==> src/rtl/interleave_merger_if.sv <==
// interleave_merger_if: lane inputs and merged output of interleave_merger
// slave = merger side, master = source/sink side.
// Signals: in_data/in_valid/in_ready per lane, out_data/out_lane/out_valid/out_ready, clear, lane_sel
interface interleave_merger_if #(
  parameter int DATA_WIDTH   = 8,
  parameter int NUM_LANES    = 4,
  parameter int LB_NUM_LANES = $clog2(NUM_LANES)
);
  logic [NUM_LANES-1:0][DATA_WIDTH-1:0] in_data;
  logic [NUM_LANES-1:0]                 in_valid;
  logic [NUM_LANES-1:0]                 in_ready;
  logic [DATA_WIDTH-1:0]                out_data;
  logic [LB_NUM_LANES-1:0]              out_lane;
  logic                                 out_valid;
  logic                                 out_ready;
  logic                                 clear;
  logic [LB_NUM_LANES-1:0]              lane_sel;
  modport slave (
    input  in_data, in_valid, out_ready, clear,
    output in_ready, out_data, out_lane, out_valid, lane_sel
  );
  modport master (
    output in_data, in_valid, out_ready, clear,
    input  in_ready, out_data, out_lane, out_valid, lane_sel
  );
endinterface

==> src/rtl/interleave_merger.sv <==
// interleave_merger: strict round-robin merge of NUM_LANES valid/ready lanes into one registered stream
// Ports: clk, rstn (async active-low), bus (interleave_merger_if.slave: lane inputs, merged output, clear, lane_sel).
// Option: INTERLEAVE_MERGER_SKID_EN turns the output register into a 2-entry skid buffer so in_ready is registered.
module interleave_merger #(
  parameter int DATA_WIDTH   = 8,
  parameter int NUM_LANES    = 4,
  parameter int LB_NUM_LANES = $clog2(NUM_LANES)
) (
  input logic clk,
  input logic rstn,
  interleave_merger_if.slave bus
);
  logic [LB_NUM_LANES-1:0] sel_r, sel_nxt;
  logic [DATA_WIDTH-1:0]   data_r;
  logic [LB_NUM_LANES-1:0] lane_r;
  logic                    valid_r, can_accept, take, pop;
  assign sel_nxt = (sel_r == LB_NUM_LANES'(NUM_LANES - 1)) ? '0 : sel_r + 1'b1;
  // rstn gates ready so no lane sees a transfer while reset is held
  assign bus.in_ready = (rstn & can_accept & !bus.clear) ? NUM_LANES'(1) << sel_r : '0;
  assign take = bus.in_valid[sel_r] & bus.in_ready[sel_r];
  assign pop = valid_r & bus.out_ready;
  assign bus.out_data = data_r;
  assign bus.out_lane = lane_r;
  assign bus.out_valid = valid_r;
  assign bus.lane_sel = sel_r;
  always_ff @(posedge clk or negedge rstn)
    if (!rstn) sel_r <= '0;
    else if (bus.clear) sel_r <= '0;
    else if (take) sel_r <= sel_nxt;
`ifdef INTERLEAVE_MERGER_SKID_EN
  logic [1:0]              fill_r, wr_idx;
  logic [DATA_WIDTH-1:0]   data1_r;
  logic [LB_NUM_LANES-1:0] lane1_r;
  assign can_accept = !fill_r[1];
  assign valid_r = |fill_r;
  // slot the new word lands in, after any same-cycle pop has shifted the buffer
  assign wr_idx = fill_r - 2'(pop);
  always_ff @(posedge clk or negedge rstn)
    if (!rstn) begin
      fill_r <= '0;
      data_r <= '0;
      lane_r <= '0;
      data1_r <= '0;
      lane1_r <= '0;
    end else if (bus.clear) fill_r <= '0;
    else begin
      fill_r <= fill_r + 2'(take) - 2'(pop);
      if (pop) begin
        data_r <= data1_r;
        lane_r <= lane1_r;
      end
      if (take && wr_idx == 2'd0) begin
        data_r <= bus.in_data[sel_r];
        lane_r <= sel_r;
      end
      if (take && wr_idx == 2'd1) begin
        data1_r <= bus.in_data[sel_r];
        lane1_r <= sel_r;
      end
    end
`else
  assign can_accept = !valid_r | bus.out_ready;
  always_ff @(posedge clk or negedge rstn)
    if (!rstn) begin
      valid_r <= 1'b0;
      data_r <= '0;
      lane_r <= '0;
    end else if (bus.clear) valid_r <= 1'b0;
    else if (take) begin
      valid_r <= 1'b1;
      data_r <= bus.in_data[sel_r];
      lane_r <= sel_r;
    end else if (pop) valid_r <= 1'b0;
`endif
endmodule

==> src/flat_wrapper.sv <==
// flat-port wrapper written by rule: the top's interface ports become plain ports
module interleave_merger_flat 
#(
  parameter int DATA_WIDTH   = 8,
  parameter int NUM_LANES    = 4,
  parameter int LB_NUM_LANES = $clog2(NUM_LANES)
)
  (clk, rstn, bus_in_data, bus_in_valid, bus_out_ready, bus_clear, bus_in_ready, bus_out_data, bus_out_lane, bus_out_valid, bus_lane_sel);
  interleave_merger_if #(.DATA_WIDTH(DATA_WIDTH), .NUM_LANES(NUM_LANES), .LB_NUM_LANES(LB_NUM_LANES)) bus_i ();
  input logic clk;
  input logic rstn;
  input wire logic [$bits(bus_i.in_data)-1:0] bus_in_data;
  input wire logic [$bits(bus_i.in_valid)-1:0] bus_in_valid;
  input wire logic [$bits(bus_i.out_ready)-1:0] bus_out_ready;
  input wire logic [$bits(bus_i.clear)-1:0] bus_clear;
  output wire logic [$bits(bus_i.in_ready)-1:0] bus_in_ready;
  output wire logic [$bits(bus_i.out_data)-1:0] bus_out_data;
  output wire logic [$bits(bus_i.out_lane)-1:0] bus_out_lane;
  output wire logic [$bits(bus_i.out_valid)-1:0] bus_out_valid;
  output wire logic [$bits(bus_i.lane_sel)-1:0] bus_lane_sel;
  assign bus_i.in_data = bus_in_data;
  assign bus_i.in_valid = bus_in_valid;
  assign bus_i.out_ready = bus_out_ready;
  assign bus_i.clear = bus_clear;
  assign bus_in_ready = bus_i.in_ready;
  assign bus_out_data = bus_i.out_data;
  assign bus_out_lane = bus_i.out_lane;
  assign bus_out_valid = bus_i.out_valid;
  assign bus_lane_sel = bus_i.lane_sel;
  interleave_merger #(.DATA_WIDTH(DATA_WIDTH), .NUM_LANES(NUM_LANES), .LB_NUM_LANES(LB_NUM_LANES)) u_core (.clk(clk), .rstn(rstn), .bus(bus_i));
endmodule
==> config.mk <==
export PLATFORM = sky130hd
export DESIGN_NAME = interleave_merger_flat
export DESIGN_NICKNAME = d
export VERILOG_FILES = /design/src/rtl/interleave_merger_if.sv /design/src/rtl/interleave_merger.sv /design/src/flat_wrapper.sv
export SDC_FILE = /design/constraint.sdc
export NUM_CORES = 1
export LEC_CHECK = 0
export ABC_AREA = 1
export BUFFER_PORTS_ARGS = -buffer_cell sky130_fd_sc_hd__buf_2
export CORE_UTILIZATION = 40
export CTS_CLUSTER_SIZE = 24
export DETAILED_ROUTE_END_ITERATION = 10
export GPL_ROUTABILITY_DRIVEN = 0
export PLACE_DENSITY = 0.87
export RECOVER_POWER = 100
export SLEW_MARGIN = 25
export SYNTH_ARGS = -nofsm -noshare
export SYNTH_HDL_FRONTEND = slang
export SYNTH_SLANG_ARGS = --single-unit
==> constraint.sdc <==
create_clock -name clk -period 3.6 [get_ports clk]
set_input_delay 0.54 -clock clk [delete_from_list [all_inputs] [get_ports clk]]
set_output_delay 0.54 -clock clk [all_outputs]
set_load 0.01 [all_outputs]
# Word-level counts from Yosys, hierarchy flattened
# Index checks and enable logic that the tools add are counted.
# totals
output_inout_bits	17
wordCells	32
ff_bits	13
in_bits	40
# op_classes
order_cmp	1
bitwise_logic	6
addsub	1
n_reduce_logical	5
eq_ne	1
shifts	1
n_mux	13
# op_table
operator	n
8-bit binary-select mux with 2-bit select	1
8-bit 2-to-1 mux	1
2-bit 2-to-1 mux	3
1-bit 2-to-1 mux	5
1-bit bitwise AND	4
1-bit binary-select mux with 2-bit select	2
4-bit 2-to-1 mux	1
1-bit by 2-bit left shift with 4-bit output, first input constant	1
2-bit by 3-bit < comparator with 1-bit output, second input constant	1
3-bit nonzero test	1
2-bit by 1-bit adder with 2-bit output, second input constant	1
2-bit == test, second input constant	1
1-bit zero test	2
2-bit AND reduction	1
2-bit nonzero test	1
1-bit inverter	1
1-bit bitwise OR	1

# Longest topological paths before layout
# depth
ltp_word	10
depth_mapped	12
ltp_nobuf	9

# Worst setup path after synthesis
# OpenSTA, ideal clock, no wires.
# synth_timing
path_kind	reg2out
start	register u_core.sel_r[0] (netlist: u_core.bus.lane_sel[0])
end	output port bus_in_ready[0]
path_slack_ns	1.824
path_stages_with_launch	7
n_path_buf	2
arrival_time_ns	1.236
path_cell_list	dfrtp_1 > buf_4 > inv_4 > buf_4 > ha_1 > inv_1 > nor2_1
# synth_between
elab_chain_len	2
# synth_rtl
element	line	rtl
start, declared	interleave_merger.sv:13	logic [LB_NUM_LANES-1:0] sel_r, sel_nxt;
start signal, assigned	interleave_merger.sv:29	else if (take) sel_r <= sel_nxt;
1-bit by 2-bit left shift with 4-bit output	interleave_merger.sv:19	assign bus.in_ready = (rstn & can_accept & !bus.clear) ? NUM_LANES'(1) << sel_r : '0;
4-bit 2-to-1 mux	interleave_merger.sv:19	
end, declared	flat_wrapper.sv:16	output wire logic [$bits(bus_i.in_ready)-1:0] bus_in_ready;
# Every way passes these cells.

# Worst setup path after layout
# layout_timing
start	register u_core.sel_r[1] (netlist: u_core.bus.lane_sel[1])
end	register u_core.valid_r (netlist: u_core.bus.out_valid)
# layout_between
elab_chain_len	7
elab_cells_between_ends	10
cone_classes	shift: 1; mux: 7; bitwise: 1; reduce/logical: 1
# layout_rtl
element	line	rtl
1-bit by 2-bit left shift with 4-bit output	interleave_merger.sv:19	
4-bit 2-to-1 mux	interleave_merger.sv:19	
1-bit binary-select mux with 2-bit select	interleave_merger.sv:20	assign take = bus.in_valid[sel_r] & bus.in_ready[sel_r];
1-bit 2-to-1 mux (implied by the code)	interleave_merger.sv:20	
1-bit bitwise AND (*)	interleave_merger.sv:20	
1-bit 2-to-1 mux	interleave_merger.sv:69	else if (take) begin
1-bit 2-to-1 mux	interleave_merger.sv:68	end else if (bus.clear) valid_r <= 1'b0;
end signal, assigned	interleave_merger.sv:68	
end signal, assigned	interleave_merger.sv:70	valid_r <= 1'b1;
end signal, assigned	interleave_merger.sv:73	end else if (pop) valid_r <= 1'b0;
end, declared	interleave_merger.sv:16	logic valid_r, can_accept, take, pop;
# Mark *: on every way between the ends. The rest lies on a longest branch, timed or not. The select of a mux whose other input is x is not followed.
# A chain may end at the register's enable or synchronous reset.

==> flow_summary.ini <==
[critical_path]
slowest_stage = dfrtp_1
cpPeakStageDelay_ns = 0.64
required_ns = 3.72
crit_type = reg2reg
path_max_fanout = 14
crit_path_start_kind = flop
cp.arrival_ns = 2.72
path_buf_inv = 1
cp_top_family = simple AND/OR/NAND/NOR gates
path_cells = clkinv_1 -> ha_1 -> nand4_1 -> nand3_1 -> nand2_1 -> o21ai_0
worstSetupEndpointType = flop

[route]
drc = 0
viasPerCell = 4.99
vias = 1057
wl_per_cell_um = 11.1
dr.pass1.iters = 4
finalWirelength_mm = 2.35
drtAntennaViolNets = 0
drtIter0Drc = 25

[clocking]
cts_tree = done
clock_latency_ns = 0.27
clock-root-buffer = clkbuf_4
cts_setup_buffers = 0
path_clk_slew_ns = 0.08
cts_sinks = 13
cts_resized = 0
clk_path_buf_depth = 2
cts_buffers = 3
htreeDepth = 1
postCtsHoldBufs = 0

[final_layout]
final-seq-area_um2 = 325
fill_cells = 230
antenna_cells = 0
drive_gt1_frac = 0.261
final_nets = 229
multi_input_area_um2 = 498
areaGrowthSynthToFinish_pct = 24.7

[global_routing]
grt_overflow = 0
use_met2 = 0.338
grt_use_total = 0.193
antenna_found_initial = 0
grt_busiest_layer = met2
grt_use_met3 = 0.0298
grt_max_degree = 26
grt_util_met1 = 0.250
grt_pass1_vias = 933
grt_pass1_wl_mm = 3.85

[placement]
dp_slack_ns = 1.45
hpwl_mm = 1.76
io_buffers = 56

[timing]
final.min_clock_period_ns = 2.60
hold_violations = 0
slew_headroom = 0.511
finalCritPeriodShare = 0.723
rsz0062_at_grt = no
tightest_slew_ns = 0.734
fin_ws_ns = 0.998
fin_worst_skew_ns = 0.00346
setup_viol = 0
fin_tns_setup_ns = 0
max_freq_mhz = 384
slew_violations = 0

[status]
status = completed

[run]
maxCapViolations = 0

[synth]
syn_inst = 131
avgSynthCellArea_um2 = 7.30
syn_nets = 175
synth_top_area_frac = 0.340
synth.most_common_cell = nand2_1
yosys_warnings = 0
yosys_most_used_dff = dfrtp_1
synth_edf_count = 0
synth.cell_area_um2 = 956
netlist_top_cells_count = 25 x nand2_1, 22 x nor2_1, 16 x o21ai_0
synth-seq-area-share = 0.340
synth_seq_cells = 13
synthArstFlopShare = 1.00
synthTopCellsByArea = dfrtp_1 34%, nand2_1 9.8%, nor2_1 8.6%
ys_types = 21
synth_area_leader_cell = dfrtp_1

[die]
dieArea_um2 = 2590
die_w_um = 50.9
fp.coreArea_um2 = 2230
fp-row-count = 17
io_pins = 57
die_h_um = 50.9
initial_utilization = 0.428

[pwr]
intPower_mw = 0.340
switching_share = 0.431
p_leak_nw = 0.642
peakVddDrop_uv = 272
pwr-share-seq = 0.422
combPwrFrac = 0.430
power.switching_mw = 0.258
powerDensity_nw_per_um2 = 501
pwr-share-clk = 0.148

[hold_path]
hp-class = in2async
[power groups by stage]
stage / Clock [mW] / Sequential (mW) / Combinational [mW]
floorplan: 0 / 0.261 / 0.178
global placement: 0 / 0.253 / 0.272
detailed placement: 0 / 0.253 / 0.279
CTS: 0.0892 / 0.250 / 0.279
global route: 0.100 / 0.263 / 0.294
finish: 0.0884 / 0.252 / 0.257
[through the flow]
step,power (mW),hold slack (ns),instance area (um^2),cells,utilization
2_1_floorplan,0.440,0.244,956,131,-
3_3_place_gp,0.525,0.442,1210,208,0.543
3_5_place_dp,0.532,0.443,1210,208,0.543
4_1_cts,0.618,0.149,1240,212,0.555
5_1_grt,0.657,0.329,1190,212,0.534
6_report,0.598,0.285,1190,212,0.534
[worst register-to-register path, stage by stage, from the launching register on]
cell      delay [ns]
dfrtp_1         0.64
clkinv_1        0.40
ha_1            0.32
nand4_1         0.09
nand3_1         0.35
nand2_1         0.48
o21ai_0         0.19
[registers in the layout, summed over array words and instances (netlist names)]
register              cells
u_core.bus.out_data       8
u_core.bus.lane_sel       2
u_core.bus.out_lane       2
u_core.bus.out_valid      1
[worst paths after layout]
path                            cells past startpoint                    from                      to  slack (ns)
worst max-delay path                                6  u_core.bus.lane_sel[1]    u_core.bus.out_valid         1.0
worst min-delay path                                1                    rstn  u_core.bus.out_lane[1]        0.28
worst max register to register                      6  u_core.bus.lane_sel[1]    u_core.bus.out_valid         1.0
worst min register to register                      2  u_core.bus.out_data[0]  u_core.bus.out_data[0]        0.47
max in group asynchronous                           1                    rstn  u_core.bus.out_lane[0]        2.86
min in group clk                                    2               bus_clear  u_core.bus.lane_sel[1]        0.47
[cell families after synthesis]
family                     Yosys count  share of synthesized area
AOI/OAI and AO/OA                   26                      0.147
DFF                                 13                      0.340
adders and majority gates            4                     0.0524
buffers and inverters               19                      0.110
and+or+nand+nor                     69                      0.351
[routing by layer]
layer  share of wire  vias up
li1                -      540
met1            0.44      475
met2            0.50       42
met3           0.054        0
met4               0        0
met5               0        -
[placed cells by master (no fill, tap or decap)]
master and n:
a21oi_1 1, buf_2 40, clkbuf_1 17, clkbuf_4 3, clkinv_1 1, dfrtp_1 13
ha_1 4, inv_1 10, inv_4 1, nand2_1 26, nand2_2 2, nand2_4 1
nand3_1 12, nand3_4 1, nand4_1 3, nor2_1 24, o21ai_0 17, o22ai_1 8
[final cells by class]
cell class,instances,share of cell area
timing repair buffer,56,0.218
inverter,12,0.0399
multi-input combinational,99,0.418
tap,28,0.0294
clock buffer,4,0.0220
sequential,13,0.273
No activity file was read; power rests on OpenSTA's default activity.
